$ cat src/rtl/ps2_pkg.sv
// Shared types and constants for the PS/2 host-to-device transmitter.
package ps2_pkg;

  typedef enum logic [2:0] {
    ST_IDLE,
    ST_INHIBIT,
    ST_REQUEST,
    ST_SHIFT,
    ST_ACK,
    ST_RECOVER
  } ps2_state_t;

  localparam logic [1:0] ERR_NONE    = 2'b00;
  localparam logic [1:0] ERR_NOACK   = 2'b01;
  localparam logic [1:0] ERR_TIMEOUT = 2'b10;

  localparam logic [7:0] CMD_SET_LED  = 8'hED;
  localparam logic [7:0] CMD_ECHO     = 8'hEE;
  localparam logic [7:0] CMD_RESET_KB = 8'hFF;

  function automatic logic odd_parity(input logic [7:0] d);
    return ~^d;
  endfunction

endpackage

$ cat src/rtl/ps2_line_filter.sv
// Synchronizes one raw PS/2 line, accepts a new level only after FILTER_LEN
// consecutive equal samples, and pulses fall when the accepted level goes 1 -> 0.
module ps2_line_filter #(
  parameter int FILTER_LEN = 8
) (
  input  logic clk,
  input  logic reset,
  input  logic line,
  output logic level,
  output logic fall
);

  localparam int CW = (FILTER_LEN > 1) ? $clog2(FILTER_LEN) : 1;
  localparam logic [CW-1:0] CNT_LAST = CW'(FILTER_LEN - 1);

  logic [1:0]    sync;
  logic [CW-1:0] cnt;

  // Idle PS/2 lines float high, so everything resets to the released level.
  always_ff @(posedge clk or posedge reset) begin
    if (reset) begin
      sync  <= 2'b11;
      level <= 1'b1;
      cnt   <= '0;
      fall  <= 1'b0;
    end else begin
      sync <= {sync[0], line};
      fall <= 1'b0;
      if (sync[1] == level) begin
        cnt <= '0;
      end else if (cnt == CNT_LAST) begin
        level <= sync[1];
        cnt   <= '0;
        fall  <= ~sync[1];
      end else begin
        cnt <= cnt + 1'b1;
      end
    end
  end

endmodule

$ cat src/rtl/ps2_host_tx.sv
// PS/2 host-to-device command sender: inhibit, request-to-send, shift 8 data
// bits + odd parity on device clock falls, release for stop, then check the ACK.
module ps2_host_tx
  import ps2_pkg::*;
#(
  parameter int INHIBIT_CYCLES = 10000,
  parameter int TIMEOUT_CYCLES = 1500000,
  parameter int FILTER_LEN     = 8
) (
  input  logic       clk,
  input  logic       reset,
  input  logic [7:0] tx_data,
  input  logic       tx_valid,
  output logic       tx_ready,
  input  logic       ps2_clk_in,
  input  logic       ps2_data_in,
  output logic       ps2_clk_oe,
  output logic       ps2_data_oe,
  output logic       rx_inhibit,
  output logic       done,
  output logic       err,
  output logic [1:0] err_code,
  output ps2_state_t fsm_state
);

  localparam int IW = $clog2(INHIBIT_CYCLES + 1);
  localparam int TW = $clog2(TIMEOUT_CYCLES + 1);
  localparam logic [IW-1:0] INH_LAST = IW'(INHIBIT_CYCLES - 1);
  localparam logic [TW-1:0] TO_LAST  = TW'(TIMEOUT_CYCLES - 1);

  ps2_state_t    state, next_state;
  logic [7:0]    data_q;
  logic          parity_q;
  logic [3:0]    bit_cnt;
  logic [IW-1:0] inh_cnt;
  logic [TW-1:0] to_cnt;
  logic [1:0]    code_q;
  logic          done_q, err_q;

  logic clk_level, clk_fall, data_level, data_fall_unused;
  logic inh_last, timeout_hit, cur_bit;

  ps2_line_filter #(.FILTER_LEN(FILTER_LEN)) u_clk_filter (
    .clk   (clk),
    .reset (reset),
    .line  (ps2_clk_in),
    .level (clk_level),
    .fall  (clk_fall)
  );

  ps2_line_filter #(.FILTER_LEN(FILTER_LEN)) u_data_filter (
    .clk   (clk),
    .reset (reset),
    .line  (ps2_data_in),
    .level (data_level),
    .fall  (data_fall_unused)
  );

  assign inh_last    = (inh_cnt == INH_LAST);
  assign timeout_hit = (to_cnt == TO_LAST);
  // bit_cnt 0..7 selects data (LSB first), 8 selects the parity bit.
  assign cur_bit     = bit_cnt[3] ? parity_q : data_q[bit_cnt[2:0]];

  always_ff @(posedge clk or posedge reset) begin
    if (reset) begin
      state    <= ST_IDLE;
      data_q   <= '0;
      parity_q <= 1'b0;
      bit_cnt  <= '0;
      inh_cnt  <= '0;
      to_cnt   <= '0;
      code_q   <= ERR_NONE;
      done_q   <= 1'b0;
      err_q    <= 1'b0;
    end else begin
      state  <= next_state;
      done_q <= 1'b0;
      err_q  <= 1'b0;
      case (state)
        ST_IDLE: begin
          if (tx_valid) begin
            data_q   <= tx_data;
            parity_q <= odd_parity(tx_data);
            bit_cnt  <= '0;
            inh_cnt  <= '0;
            code_q   <= ERR_NONE;
          end
        end
        ST_INHIBIT: begin
          if (inh_last) to_cnt <= '0;
          else          inh_cnt <= inh_cnt + 1'b1;
        end
        ST_REQUEST, ST_SHIFT, ST_ACK: begin
          if (clk_fall) begin
            to_cnt <= '0;
            if (state == ST_SHIFT && bit_cnt != 4'd8) bit_cnt <= bit_cnt + 4'd1;
            if (state == ST_ACK) begin
              if (!data_level) begin
                done_q <= 1'b1;
              end else begin
                err_q  <= 1'b1;
                code_q <= ERR_NOACK;
              end
            end
          end else if (timeout_hit) begin
            err_q  <= 1'b1;
            code_q <= ERR_TIMEOUT;
          end else begin
            to_cnt <= to_cnt + 1'b1;
          end
        end
        default: ;
      endcase
    end
  end

  always_comb begin
    next_state = state;
    case (state)
      ST_IDLE:    if (tx_valid) next_state = ST_INHIBIT;
      ST_INHIBIT: if (inh_last) next_state = ST_REQUEST;
      ST_REQUEST: begin
        if (clk_fall)         next_state = ST_SHIFT;
        else if (timeout_hit) next_state = ST_RECOVER;
      end
      ST_SHIFT: begin
        if (clk_fall) begin
          if (bit_cnt == 4'd8) next_state = ST_ACK;
        end else if (timeout_hit) begin
          next_state = ST_RECOVER;
        end
      end
      ST_ACK:     if (clk_fall || timeout_hit) next_state = ST_RECOVER;
      ST_RECOVER: if (clk_level && data_level) next_state = ST_IDLE;
      default:    next_state = ST_IDLE;
    endcase
  end

  // Handshake: a byte is taken on any clk edge where tx_valid && tx_ready.
  always_comb begin
    tx_ready    = (state == ST_IDLE);
    ps2_clk_oe  = (state == ST_INHIBIT);
    ps2_data_oe = 1'b0;
    case (state)
      ST_INHIBIT: ps2_data_oe = inh_last;
      ST_REQUEST: ps2_data_oe = 1'b1;
      ST_SHIFT:   ps2_data_oe = ~cur_bit;
      default:    ps2_data_oe = 1'b0;
    endcase
  end

  assign rx_inhibit = ~tx_ready;
  assign done       = done_q;
  assign err        = err_q;
  assign err_code   = code_q;
  assign fsm_state  = state;

endmodule

$ cat config.mk
export PLATFORM = sky130hd
export DESIGN_NAME = ps2_host_tx
export DESIGN_NICKNAME = d
export VERILOG_FILES = /design/src/rtl/ps2_pkg.sv /design/src/rtl/ps2_line_filter.sv /design/src/rtl/ps2_host_tx.sv
export SDC_FILE = /design/constraint.sdc
export NUM_CORES = 1
export LEC_CHECK = 0
export CORE_MARGIN = 1
export CORE_UTILIZATION = 45
export DETAILED_ROUTE_END_ITERATION = 6
export PLACE_DENSITY = 0.65
export REMOVE_ABC_BUFFERS = 1
export SKIP_CTS_REPAIR_TIMING = 1
export SLEW_MARGIN = 40
export SYNTH_ARGS = -nofsm -noshare
export SYNTH_HDL_FRONTEND = slang
export SYNTH_HIERARCHICAL = 1
export SYNTH_SLANG_ARGS = --single-unit
$ cat constraint.sdc
create_clock -name clk -period 2.9 [get_ports clk]
set_input_delay 0.725 -clock clk [delete_from_list [all_inputs] [get_ports clk]]
set_output_delay 0.725 -clock clk [all_outputs]
set_load 0.005 [all_outputs]
==> run summary <==
detailed placer's ending HPWL: 4.770 mm
critical path startpoint category: register
Die ar.: 8341 sq um
total core area: 7727 sq um
Hold Crit Class: register to register
Top Layer Used: met4
worst-margin pin slew: 621.3 ps
final setup TNS: 0 ps
count of final hold-check violations: 0
GRT Total Usage: 18.28%
clock transition at the registers of the reported paths: 70 ps
remaining antenna violation count: 0
via count: 2604
reg2reg start: to_cnt[0]
max_slew headroom: 58.45%
DR WL/cell: 14.85 um
P&R area growth vs syn: 16.86%
row cnt: 32
clk root buf: clkbuf_8
Iter 0 DRT Violations: 129
global-route wire length before repair: 12.03 mm
Critical Path AT: 1920 ps
TritonRoute pass-1 iters: 4
critical setup path kind: register to output pin
max-slew violations: 0
Clock power frac: 37.9%
WHS: 357.3 ps
Synth Cell Area: 3591 sq um
layout cells sized above 1: 18.25%
Worst setup startpoint: fsm_state[2]
CP endpoint: ps2_clk_oe
final worst-path cycle share: 91.11%
met3 WL: 316 um
Clock Path Buffers: 2
grt total ovfl: 0
reg2reg end: to_cnt[3]
Cell Pwr Density: 591.7 nW/um^2
IO buf count: 23
Int Pwr: 1852 uW
Chip Height: 91.33 um
filler cell count in the final layout: 683
leak pwr: 0.001871 uW
vias in the first global route: 2576
vias per cell: 5.425
logic gate share of total power: 13.9%
DR DRC count: 0
Die Width: 91.33 um
antenna cells: 0
syn avg cell area: 10.50 sq um
Initial Util: 46.47%
Inst Count DP: 463
Switching Share: 25.41%
flop-to-flop setup slack: 500 ps
Max-Cap Viols: 0
routability congestion estimate: 0.7628
H-tree levels: 3
outcome: finished clean
crit path time final: 2642 ps
initial antenna violation count: 0
final setup fails: 0
nets: 394
worst vdd ir: 0.4004 mV
Worst Min Path Start: u_clk_filter/sync[0]
fmax: 378.5 MHz
total CTS buffers: 9
met1 wire length: 3.341 mm
crit end category: output pin
WL met2: 3.413 mm
sw power: 630.9 uW
CP max FO: 5
I/O Pins: 24
RSZ-0062 raised after global routing: no
data required time at the worst endpoint: 2170 ps
Yosys warning total: 6
TritonCTS clock tree: done
worst-skew pair later-pin latency: 340 ps
clock skew: 5.447 ps
Clock Sinks: 68
maximum number of pins on one net before global-route repair: 56
Seq pwr share: 48.2%
final std cells w/o fill: 480
final wirelength: 7.126 mm
Gate Count Post-Synth: 342
reg2reg path depth: 7
-- metal layers --
| metal | global-route usage [%] | up-vias |
|---|---|---|
| li1 | - | 1275 |
| met1 | 23.36 | 1275 |
| met2 | 29.61 | 50 |
| met3 | 4.606 | 4 |
| met4 | 7.540 | 0 |
| met5 | 0 | - |
-- flip-flops by register name, summed over array words and instances (netlist names), 2 cells and up --
signal	count
to_cnt	21
bit_cnt	4
err_code	2
data_q	8
fsm_state	3
inh_cnt	14
u_clk_filter/sync	2
u_clk_filter/cnt	3
u_data_filter/sync	2
u_data_filter/cnt	3
-- power by group through the flow --
stage | Clock, uW | Combinational [uW] | Sequential, uW
5_1_grt | 998 | 395 | 1220
3_3_place_gp | 0 | 333 | 1210
4_1_cts | 955 | 350 | 1200
2_1_floorplan | 0 | 259 | 1190
3_5_place_dp | 0 | 347 | 1220
6_report | 942 | 344 | 1200
-- placed cells by master (no fill, tap or decap), types with 4 or more instances in the layout --
cell type / count
mux2_2: 11
inv_1: 12
nand2_1: 25
xor2_1: 23
and3_1: 6
o2111ai_1: 5
nand3_1: 6
o21ai_1: 4
dfrtp_1: 62
and4_1: 4
and2_2: 4
nand4_1: 7
mux2i_1: 4
nor3_1: 11
dfstp_2: 6
buf_4: 9
xnor2_1: 14
clkbuf_8: 9
o211ai_1: 5
nor2_1: 40
ha_1: 8
o21ai_0: 14
a21oi_1: 8
clkdlybuf4s50_1: 22
-- metrics by stage --
stage	instance area [sq um]	util [%]	worst slack [ps]	total power (uW)
floorplan	3510	-	483.8	1448
global placement	3948	51.08	240.2	1542
detailed placement	3948	51.08	210.2	1563
CTS	4187	54.18	-170.5	2503
global route	4197	54.31	81.92	2613
finish	4197	54.31	257.7	2483
-- final cells by class --
| class | count | area [sq um] | share of cell area, % |
|---|---|---|---|
| clock buffer | 9 | 123.9 | 2.952 |
| clock inverter | 7 | 115.1 | 2.743 |
| inverter | 14 | 52.55 | 1.252 |
| multi-input combinational | 247 | 1748 | 41.65 |
| sequential | 68 | 1709 | 40.73 |
| tap | 102 | 127.6 | 3.041 |
| timing repair buffer | 33 | 320.3 | 7.633 |
-- critical path: stages, from the launching register on --
cell,delay [ps]
dfrtp_1,370
or3b_1,520
inv_1,160
clkdlybuf4s50_1,530
-- worst min-delay path by stage --
stage,end,cells after the start,slack (ps)
global placement,u_data_filter/sync[1],0,350
global route,u_data_filter/sync[1],0,360
floorplan,u_clk_filter/sync[1],0,350
detailed placement,u_clk_filter/sync[1],0,350
finish,u_clk_filter/sync[1],0,360
CTS,u_clk_filter/sync[1],0,360
(Power assumes the default switching activity.)
